File: src/rtl/seg7_pkg.sv
// Shared glyph table and decode helper for the 7-segment scan driver.
// Segments are active-low, bit0=a .. bit6=g.
package seg7_pkg;

  typedef logic [6:0] seg7_t;

  localparam seg7_t SEG_BLANK = 7'b1111111;
  localparam seg7_t SEG_F     = 7'b0001110;

  localparam seg7_t GLYPH [16] = '{
    7'b1000000, 7'b1111001, 7'b0100100, 7'b0110000,
    7'b0011001, 7'b0010010, 7'b0000010, 7'b1111000,
    7'b0000000, 7'b0010000, 7'b0001000, 7'b0000011,
    7'b0100111, 7'b0100001, 7'b0000110, SEG_F
  };

  // Legacy boards rendered nibble F as an empty digit.
  function automatic seg7_t seg7_decode(input logic [3:0] nibble, input logic hex_f);
    if (nibble == 4'hF && !hex_f) return SEG_BLANK;
    return GLYPH[nibble];
  endfunction

endpackage

File: src/rtl/seg7_lz_mask.sv
// Per-digit blank mask: forced blanks plus leading-zero suppression.
// Digit 0 is never suppressed so a zero value still shows "0".
module seg7_lz_mask
  import seg7_pkg::*;
#(
  parameter int DIGITS = 4
) (
  input  logic [4*DIGITS-1:0] nibbles,
  input  logic [DIGITS-1:0]   blank,
  input  logic                lz_en,
  output logic [DIGITS-1:0]   mask
);

  logic zero_above;

  // NOTE: every variable gets a default at the top of always_comb so no path
  // leaves it unassigned, which is what would otherwise infer a latch.
  always_comb begin
    mask       = '0;
    zero_above = 1'b1;
    for (int k = DIGITS - 1; k >= 0; k--) begin
      zero_above = zero_above & (nibbles[4*k +: 4] == 4'h0);
      mask[k]    = blank[k] | (lz_en & zero_above & (k > 0));
    end
  end

endmodule

File: src/rtl/seg7_scan_driver.sv
// Time-multiplexed common-anode 7-segment driver with frame-synchronous,
// tear-free value updates and anti-ghost anode blanking.
module seg7_scan_driver
  import seg7_pkg::*;
#(
  parameter int DIGITS    = 4,
  parameter int SCAN_DIV  = 50000,
  parameter int BLANK_CYC = 8,
  parameter int HEX_F     = 1
) (
  input  logic                clk,
  input  logic                rst_n,
  input  logic [4*DIGITS-1:0] value,
  input  logic [DIGITS-1:0]   dp_in,
  input  logic [DIGITS-1:0]   blank_in,
  input  logic                lz_en,
  input  logic                load,
  output logic                upd_ack,
  output logic [6:0]          seg_out,
  output logic                dp_out,
  output logic [DIGITS-1:0]   an_out,
  output logic                frame_done
);

  localparam int PW = $clog2(SCAN_DIV);
  localparam int IW = (DIGITS > 1) ? $clog2(DIGITS) : 1;

  logic [PW-1:0]       presc, presc_n;
  logic [IW-1:0]       idx, idx_n;
  logic                slot_wrap, frame_wrap;

  logic [4*DIGITS-1:0] stg_value, shd_value;
  logic [DIGITS-1:0]   stg_dp, shd_dp;
  logic [DIGITS-1:0]   stg_blank, shd_blank;
  logic                pending;

  logic [DIGITS-1:0]   blank_mask;
  logic [DIGITS-1:0]   an_n;
  logic [3:0]          cur_nib;
  seg7_t               cur_seg;

  seg7_lz_mask #(.DIGITS(DIGITS)) u_lz_mask (
    .nibbles (shd_value),
    .blank   (shd_blank),
    .lz_en   (lz_en),
    .mask    (blank_mask)
  );

  always_comb begin
    slot_wrap  = (presc == PW'(SCAN_DIV - 1));
    frame_wrap = slot_wrap && (idx == IW'(DIGITS - 1));
    presc_n    = slot_wrap ? '0 : presc + 1'b1;
    idx_n      = idx;
    if (slot_wrap) idx_n = (idx == IW'(DIGITS - 1)) ? '0 : idx + 1'b1;

    // Anodes are computed from the next counter state so the registered pins
    // line up exactly with the prescaler phase, including the blanking window.
    an_n = '1;
    if (presc_n >= PW'(BLANK_CYC)) an_n[idx_n] = 1'b0;

    cur_nib = shd_value[4*idx +: 4];
    cur_seg = blank_mask[idx] ? SEG_BLANK : seg7_decode(cur_nib, HEX_F != 0);
  end

  // NOTE: staging and shadow are ordinary flops with a reset so the display
  // comes up showing zeros and a pending update never survives a reset.
  always_ff @(posedge clk or negedge rst_n) begin
    if (!rst_n) begin
      presc      <= '0;
      idx        <= '0;
      stg_value  <= '0;
      stg_dp     <= '0;
      stg_blank  <= '0;
      shd_value  <= '0;
      shd_dp     <= '0;
      shd_blank  <= '0;
      pending    <= 1'b0;
      upd_ack    <= 1'b0;
      frame_done <= 1'b0;
      seg_out    <= SEG_BLANK;
      dp_out     <= 1'b1;
      an_out     <= '1;
    end else begin
      // NOTE: non-blocking assignments make every right-hand side read the
      // pre-edge state, so a load on the boundary cycle hands the shadow the
      // old staging while the new data waits for the next frame.
      presc      <= presc_n;
      idx        <= idx_n;
      frame_done <= frame_wrap;
      upd_ack    <= frame_wrap & pending;

      if (frame_wrap && pending) begin
        shd_value <= stg_value;
        shd_dp    <= stg_dp;
        shd_blank <= stg_blank;
      end

      if (load) begin
        stg_value <= value;
        stg_dp    <= dp_in;
        stg_blank <= blank_in;
        pending   <= 1'b1;
      end else if (frame_wrap) begin
        pending   <= 1'b0;
      end

      // Segments lag idx by one cycle; the blanking window hides the change.
      seg_out <= cur_seg;
      dp_out  <= ~(shd_dp[idx] & ~shd_blank[idx]);
      an_out  <= an_n;
    end
  end

endmodule

File: config.mk
export PLATFORM = sky130hd
export DESIGN_NAME = seg7_scan_driver
export DESIGN_NICKNAME = d
export VERILOG_FILES = /design/src/rtl/seg7_pkg.sv /design/src/rtl/seg7_lz_mask.sv /design/src/rtl/seg7_scan_driver.sv
export SDC_FILE = /design/constraint.sdc
export NUM_CORES = 1
export LEC_CHECK = 0
export CORE_AREA = 4 4 85 106
export CTS_CLUSTER_DIAMETER = 120
export DETAILED_ROUTE_END_ITERATION = 7
export DIE_AREA = 0 0 89 110
export GPL_ROUTABILITY_DRIVEN = 0
export GPL_TIMING_DRIVEN = 0
export MAX_ROUTING_LAYER = met4
export PLACE_DENSITY_LB_ADDON = 0.3
export SLEW_MARGIN = 10
export SYNTH_ARGS = -nofsm -noshare
export SYNTH_HDL_FRONTEND = slang
export SYNTH_SLANG_ARGS = --single-unit
File: constraint.sdc
create_clock -name clk -period 2.2 [get_ports clk]
set_input_delay 0.33 -clock clk [delete_from_list [all_inputs] [get_ports clk]]
set_output_delay 0.33 -clock clk [all_outputs]
set_load 0.05 [all_outputs]
; Word level (Yosys, flattened, before mapping)
; Memories as Yosys holds them, arrays and structs flattened.
; Cells that the tools add are included.
[totals]
memories = 1
romBits = 112
register_bits = 81
output_inout_bits = 14
[mem_list]
columns = memory, depth, width, rd, rd_ports_with_merged_regs, wr, line
row1 = (name not given), 16, 7, 1, 0, 0, seg7_pkg.sv:20  ; return GLYPH[nibble];
[classes]
n_addsub = 2
magnitude_cmp = 5
n_eq_ne = 2
shifts = 1
muxes = 17
reduce_logical = 7
n_bitwise = 14
[op_table]
columns = op, n
row1 = $mux W7, 3
row2 = $add A16 B1 Y16 const B, 1
row3 = $eq A16 B16 Y1 const B, 1
row4 = $ge A16 B4 Y1 const B, 1
row5 = $mux W16, 1
row6 = $shiftx A16 B5 Y4, 1
row7 = $logic_not A4 Y1, 3
row8 = $and A1 B1 Y1, 7
row9 = $bmux W1 S2, 3
row10 = $lt A2 B3 Y1 const B, 2
row11 = $mux W1, 6
row12 = $ge A5 B5 Y1 const B, 1
row13 = $not A4 Y5, 1
row14 = $mux W2, 2
row15 = $mux W4, 1
row16 = $not A4 Y4, 1
row17 = $logic_and A1 B1 Y1, 3
row18 = $or A1 B1 Y1, 3
row19 = $add A2 B1 Y2 const B, 1
row20 = $demux W1 S2, 1
row21 = $eq A2 B2 Y1 const B, 1
row22 = $ge A2 B1 Y1 const B, 1
row23 = $not A1 Y1, 2
row24 = $reduce_bool A2 Y1, 1

; Longest topological paths before layout
[depth]
ltp_word = 9
ltp_mapped = 8
ltp_nobuf = 7

; Modules after synthesis
; A second synthesis with hierarchy kept.
[hier_totals]
hier_cells = 274
area_unflattened_um2 = 3671.0
[by_module_without_submodules]
columns = mod, area_per_inst_um2, cells_each, instances
row1 = seg7_scan_driver, 3602.2, 266, 1
row2 = seg7_lz_mask, 68.8, 8, 1

; Least setup slack after synthesis
; Ideal clock, no wire load.
[synth_path]
path_kind = register to register
start = register presc[11]
end = register shd_blank[2]
path_stages_with_launch = 7
required_ps = 2073
arrival_ps = 2041
synth_period_minus_slack_ps = 2168
n_path_buf = 2
path_slack_ps = 32
cell_sequence = dfrtp_1 or4b_4 nor4_4 and3_1 buf_4 buf_6 mux2_1
[synth_between]
elab_chain_len = 3
[synth_lines]
columns = item, line
row1 = from (decl), seg7_scan_driver.sv:28  ; logic [PW-1:0] presc, presc_n;
row2 = from (signal assigned), seg7_scan_driver.sv:87  ; presc <= presc_n;
row3 = $eq A16 B16 Y1, seg7_scan_driver.sv:50  ; slot_wrap = (presc == PW'(SCAN_DIV - 1));
row4 = $logic_and A1 B1 Y1, seg7_scan_driver.sv:51  ; frame_wrap = slot_wrap && (idx == IW'(DIGITS - 1));
row5 = $logic_and A1 B1 Y1, seg7_scan_driver.sv:92  ; if (frame_wrap && pending) begin
row6 = to (signal assigned), seg7_scan_driver.sv:95  ; shd_blank <= stg_blank;
row7 = to (decl), seg7_scan_driver.sv:34  ; logic [DIGITS-1:0] stg_blank, shd_blank;
; Every way passes these cells.
; A chain may end at the register's enable or synchronous reset.

; Worst setup path in the final report
[layout_path]
start = register presc[11]
end = register shd_value[4]
[layout_between]
elab_chain_len = 3
[layout_lines]
columns = item, line
row1 = $eq A16 B16 Y1, seg7_scan_driver.sv:50
row2 = $logic_and A1 B1 Y1, seg7_scan_driver.sv:51
row3 = $logic_and A1 B1 Y1, seg7_scan_driver.sv:92
row4 = to (signal assigned), seg7_scan_driver.sv:93  ; shd_value <= stg_value;
row5 = to (decl), seg7_scan_driver.sv:32  ; logic [4*DIGITS-1:0] stg_value, shd_value;
; Every way passes these cells.

==> impl_results.md <==
- Number of fillers in the final layout: roughly 600
- Cells along the critical path: or4b_4, nor4_4, and3_1, buf_6, clkbuf_16, mux2_1
- Reg-to-reg critical path startpoint: presc[11]
- Number of optimization iterations in the first detailed-route pass: 7
- Number of buffers inserted during clock tree synthesis: 9
- Wire length of the first global-routing pass: 11,190 µm
- Most common library cell in the layout ignoring fill and taps: sky130_fd_sc_hd__dfrtp_1
- Required time of the worst setup path: between 2000 and 2500 ps
- Reg-to-reg setup timing slack: between 30 and 40 ps
- Nature of the critical path startpoint: flop
- Number of port buffers: 40
- Synthesized netlist net count: 313
- Worst min path class: flop to flop
- Final clock period utilization by the worst path: 0.9859
- Post-Place Worst Slack: -178.4 ps
- Core area: about 7900 µm²
- Setup_tns: 0 ps
- Largest stage delay on the critical path: between 500 and 600 ps
- Dpl cell area: 4219 µm²
- Final setup skew: between 10 and 15 ps
- Number of global-route vias before repair: approximately 2,400
- Pin count of the biggest net entering global routing: 47
- Critical Path End: shd_value[4]
- Number of antenna repair diodes: 0
- Final standard cell area without fillers: approximately 4700 µm²
- Crit. End Element: flop
- Area enclosed by the die boundary: just under 10,000 µm²
- Asr flop ratio synth: 1.000
- Clock Pin Slew Worst Setup and Hold Paths: 80 ps
- Endpoint of the lowest-slack register-to-register path: shd_value[4]
- Hold depth: 1
- Leftover overflow at the end of global routing: 0
- Cell area after synthesis: 3675 µm²
- Setup repair after global routing missed its margin: true
- Number of different library cells in the post-synthesis netlist: 44
- Beginning of the critical path: presc[11]
- Clock sinks: 81
- Highest clock rate: approximately 460 MHz
- Sequential area share after synthesis: 0.5557
- Synth Area per Inst: roughly 13 µm²
- Worst-margin pin slew: about 560 ps
- Routed length per instance: 16.78 µm
- Wire length reported by the detailed router: about 7500 µm
- Post-layout nets: roughly 380
- Die span in x: just under 90 µm
- Final WS setup: roughly 31 ps
- Power consumption: 2.963 mW
- Post-route ant nets: 0
- Number of buffers on the longest clock path: 2
- DIE HEIGHT: 110 µm
- Number of maximum-capacitance constraint violations: 0
- Crit Path Class: flop to flop
- Initial cell density of the core: 0.4662
- Num rows: 36
- Register bit total from synthesis: 81
- DR iter-0 viols: between 80 and 90
- Total global-route track usage: 0.1549
- Post-detailed-placement half-perimeter wirelength: 4839 µm
- Setup violations, final: 0
- Util after Layout: 0.5992
- DRC viols: 0
- Area added between synthesis and finish: 28.53%
- TritonCTS clock tree: yes
- Max FO, Critical Path: 6
- Fraction of final layout cells sized beyond drive strength 1: 0.3257
- Standard cell with the maximum stage delay on the critical path: sky130_fd_sc_hd__or4b_4
- Outcome: completed
- Max-Slew Margin vs Limit: 0.6267
- Critical path data arrival time: around 2400 ps
- Clock root cell: sky130_fd_sc_hd__clkbuf_8
- Vias after detailed routing: ~2,400
- Power per cell area: between 600 and 700 nW/µm²
- Clock period minus worst slack: 2169 ps
- Max Slew Vio Count: 0
- Fin. Hold Viols: 0
- Mapped Cells: between 200 and 300
- Commonest cells after routing, fill and taps aside: 68 x sky130_fd_sc_hd__dfrtp_1, 39 x sky130_fd_sc_hd__clkdlybuf4s50_1, 31 x sky130_fd_sc_hd__mux2_2
- Top FF cell, synth: sky130_fd_sc_hd__dfrtp_1
- Count of boundary I/O pins: 42
- Insertion delay to the later sink of the worst-skew pair: around 340 ps
- Initial antenna violation count: 0
- Post-synth EDFFs: 0
- Count of synthesis-stage warnings from yosys: 0
- Worst r2r path cells: 6
- DR vias/cell: 5.369
- Cell leakage power: 2.052 nW
- H-Tree Level Count: 3
- Worst vdd ir: ~0.40 mV
## report_power, final
part           switching [mW]  internal, mW  total, mW
clock network           0.518         0.748       1.27
logic                  0.0552        0.0865      0.142
registers              0.0223          1.53       1.56
total                   0.596          2.37       2.96
## critical path: cells and delay by family, from the launching register on
family	cells	cell delay (ps)
simple gates	3	980
flops	1	430
buf+inv	2	320
mux	1	320
## repair_timing
action / CTS / global route
hold buffers: 1 / 0
cloned: 0 / 2
pin swaps: 1 / 2
resized for setup: 2 / 24
buffers inserted: 3 / 11
endpoints found under the setup margin: 27 / 26
endpoints found under the hold margin: 31 / 0
## routing by layer
| layer | up-vias | routed length [µm] | part of all wire | global-route usage |
|---|---|---|---|---|
| li1 | 1134 | - | - | - |
| met3 | 8 | 260 | 0.035 | 0.04461 |
| met4 | 0 | 77 | 0.010 | 0.04468 |
| met5 | - | 0 | 0 | - |
| met2 | 41 | 4062 | 0.54 | 0.2569 |
| met1 | 1206 | 3065 | 0.41 | 0.1841 |
## synthesized netlist by cell type (3+ instances only)
cell type                  instances  area, µm²
sky130_fd_sc_hd__dfrtp_1          69       1727
sky130_fd_sc_hd__mux2_2           32      360.4
sky130_fd_sc_hd__mux2_1           19      214.0
sky130_fd_sc_hd__nand2_1          14      52.55
sky130_fd_sc_hd__nor2_1           13      48.80
sky130_fd_sc_hd__dfstp_2          12      315.3
sky130_fd_sc_hd__nand3_1           9      45.04
sky130_fd_sc_hd__xor2_1            9      78.83
sky130_fd_sc_hd__ha_1              8      100.1
sky130_fd_sc_hd__nor4_1            7      43.79
sky130_fd_sc_hd__inv_1             6      22.52
sky130_fd_sc_hd__mux4_2            6      135.1
sky130_fd_sc_hd__o211ai_1          6      45.04
sky130_fd_sc_hd__buf_2             5      25.02
sky130_fd_sc_hd__clkbuf_1          5      18.77
sky130_fd_sc_hd__nand4_1           5      31.28
sky130_fd_sc_hd__o21ai_0           5      25.02
sky130_fd_sc_hd__xnor2_1           5      43.79
sky130_fd_sc_hd__nand2b_1          4      25.02
sky130_fd_sc_hd__or3_1             4      25.02
sky130_fd_sc_hd__mux2i_1           3      30.03
sky130_fd_sc_hd__nor3_1            3      15.01
## metrics by stage
stage | hold WS [ps] | instances
after floorplan | 34.41 | 277
after global placement | 452.9 | 412
after detailed placement | 326.1 | 413
after CTS | 483.5 | 432
after global routing | 492.0 | 445
final | 476.8 | 445
## cells by family after synthesis
logic type / Yosys count / share of synthesized area
adder cells (fa/ha/maj): 8 / 0.02724
multiplexers: 60 / 0.2012
AO/OA/AOI/OAI: 20 / 0.03711
flip-flops: 81 / 0.5557
XOR/XNOR: 14 / 0.03337
buffers and inverters: 21 / 0.02826
AND/OR/NAND/NOR: 73 / 0.1171
## worst min path at each step
stage | from | end | slack [ps]
after floorplan | rst_n | frame_done | 30
after global placement | pending | pending | 450
after detailed placement | rst_n | stg_dp[2] | 330
after CTS | pending | pending | 480
after global routing | load | stg_blank[3] | 490
final | pending | pending | 480
## cell type report
type / instances / area (µm²) / area share
timing repair buffer: 58 / 594.3 / 0.1258
clock buffer: 10 / 127.6 / 0.02702
clock inverter: 5 / 105.1 / 0.02225
inverter: 7 / 26.28 / 0.005563
tap: 95 / 118.9 / 0.02517
buffer: 14 / 93.84 / 0.01987
multi-input combinational: 175 / 1614 / 0.3417
sequential: 81 / 2043 / 0.4326
## sequential cells by signal, indices dropped and copies added (netlist names)
signal      cells
presc          16
shd_value      16
stg_value      16
seg_out         7
an_out          4
shd_blank       4
shd_dp          4
stg_blank       4
stg_dp          4
idx             2
dp_out          1
frame_done      1
pending         1
upd_ack         1
Power figures use the tool's default switching activity.
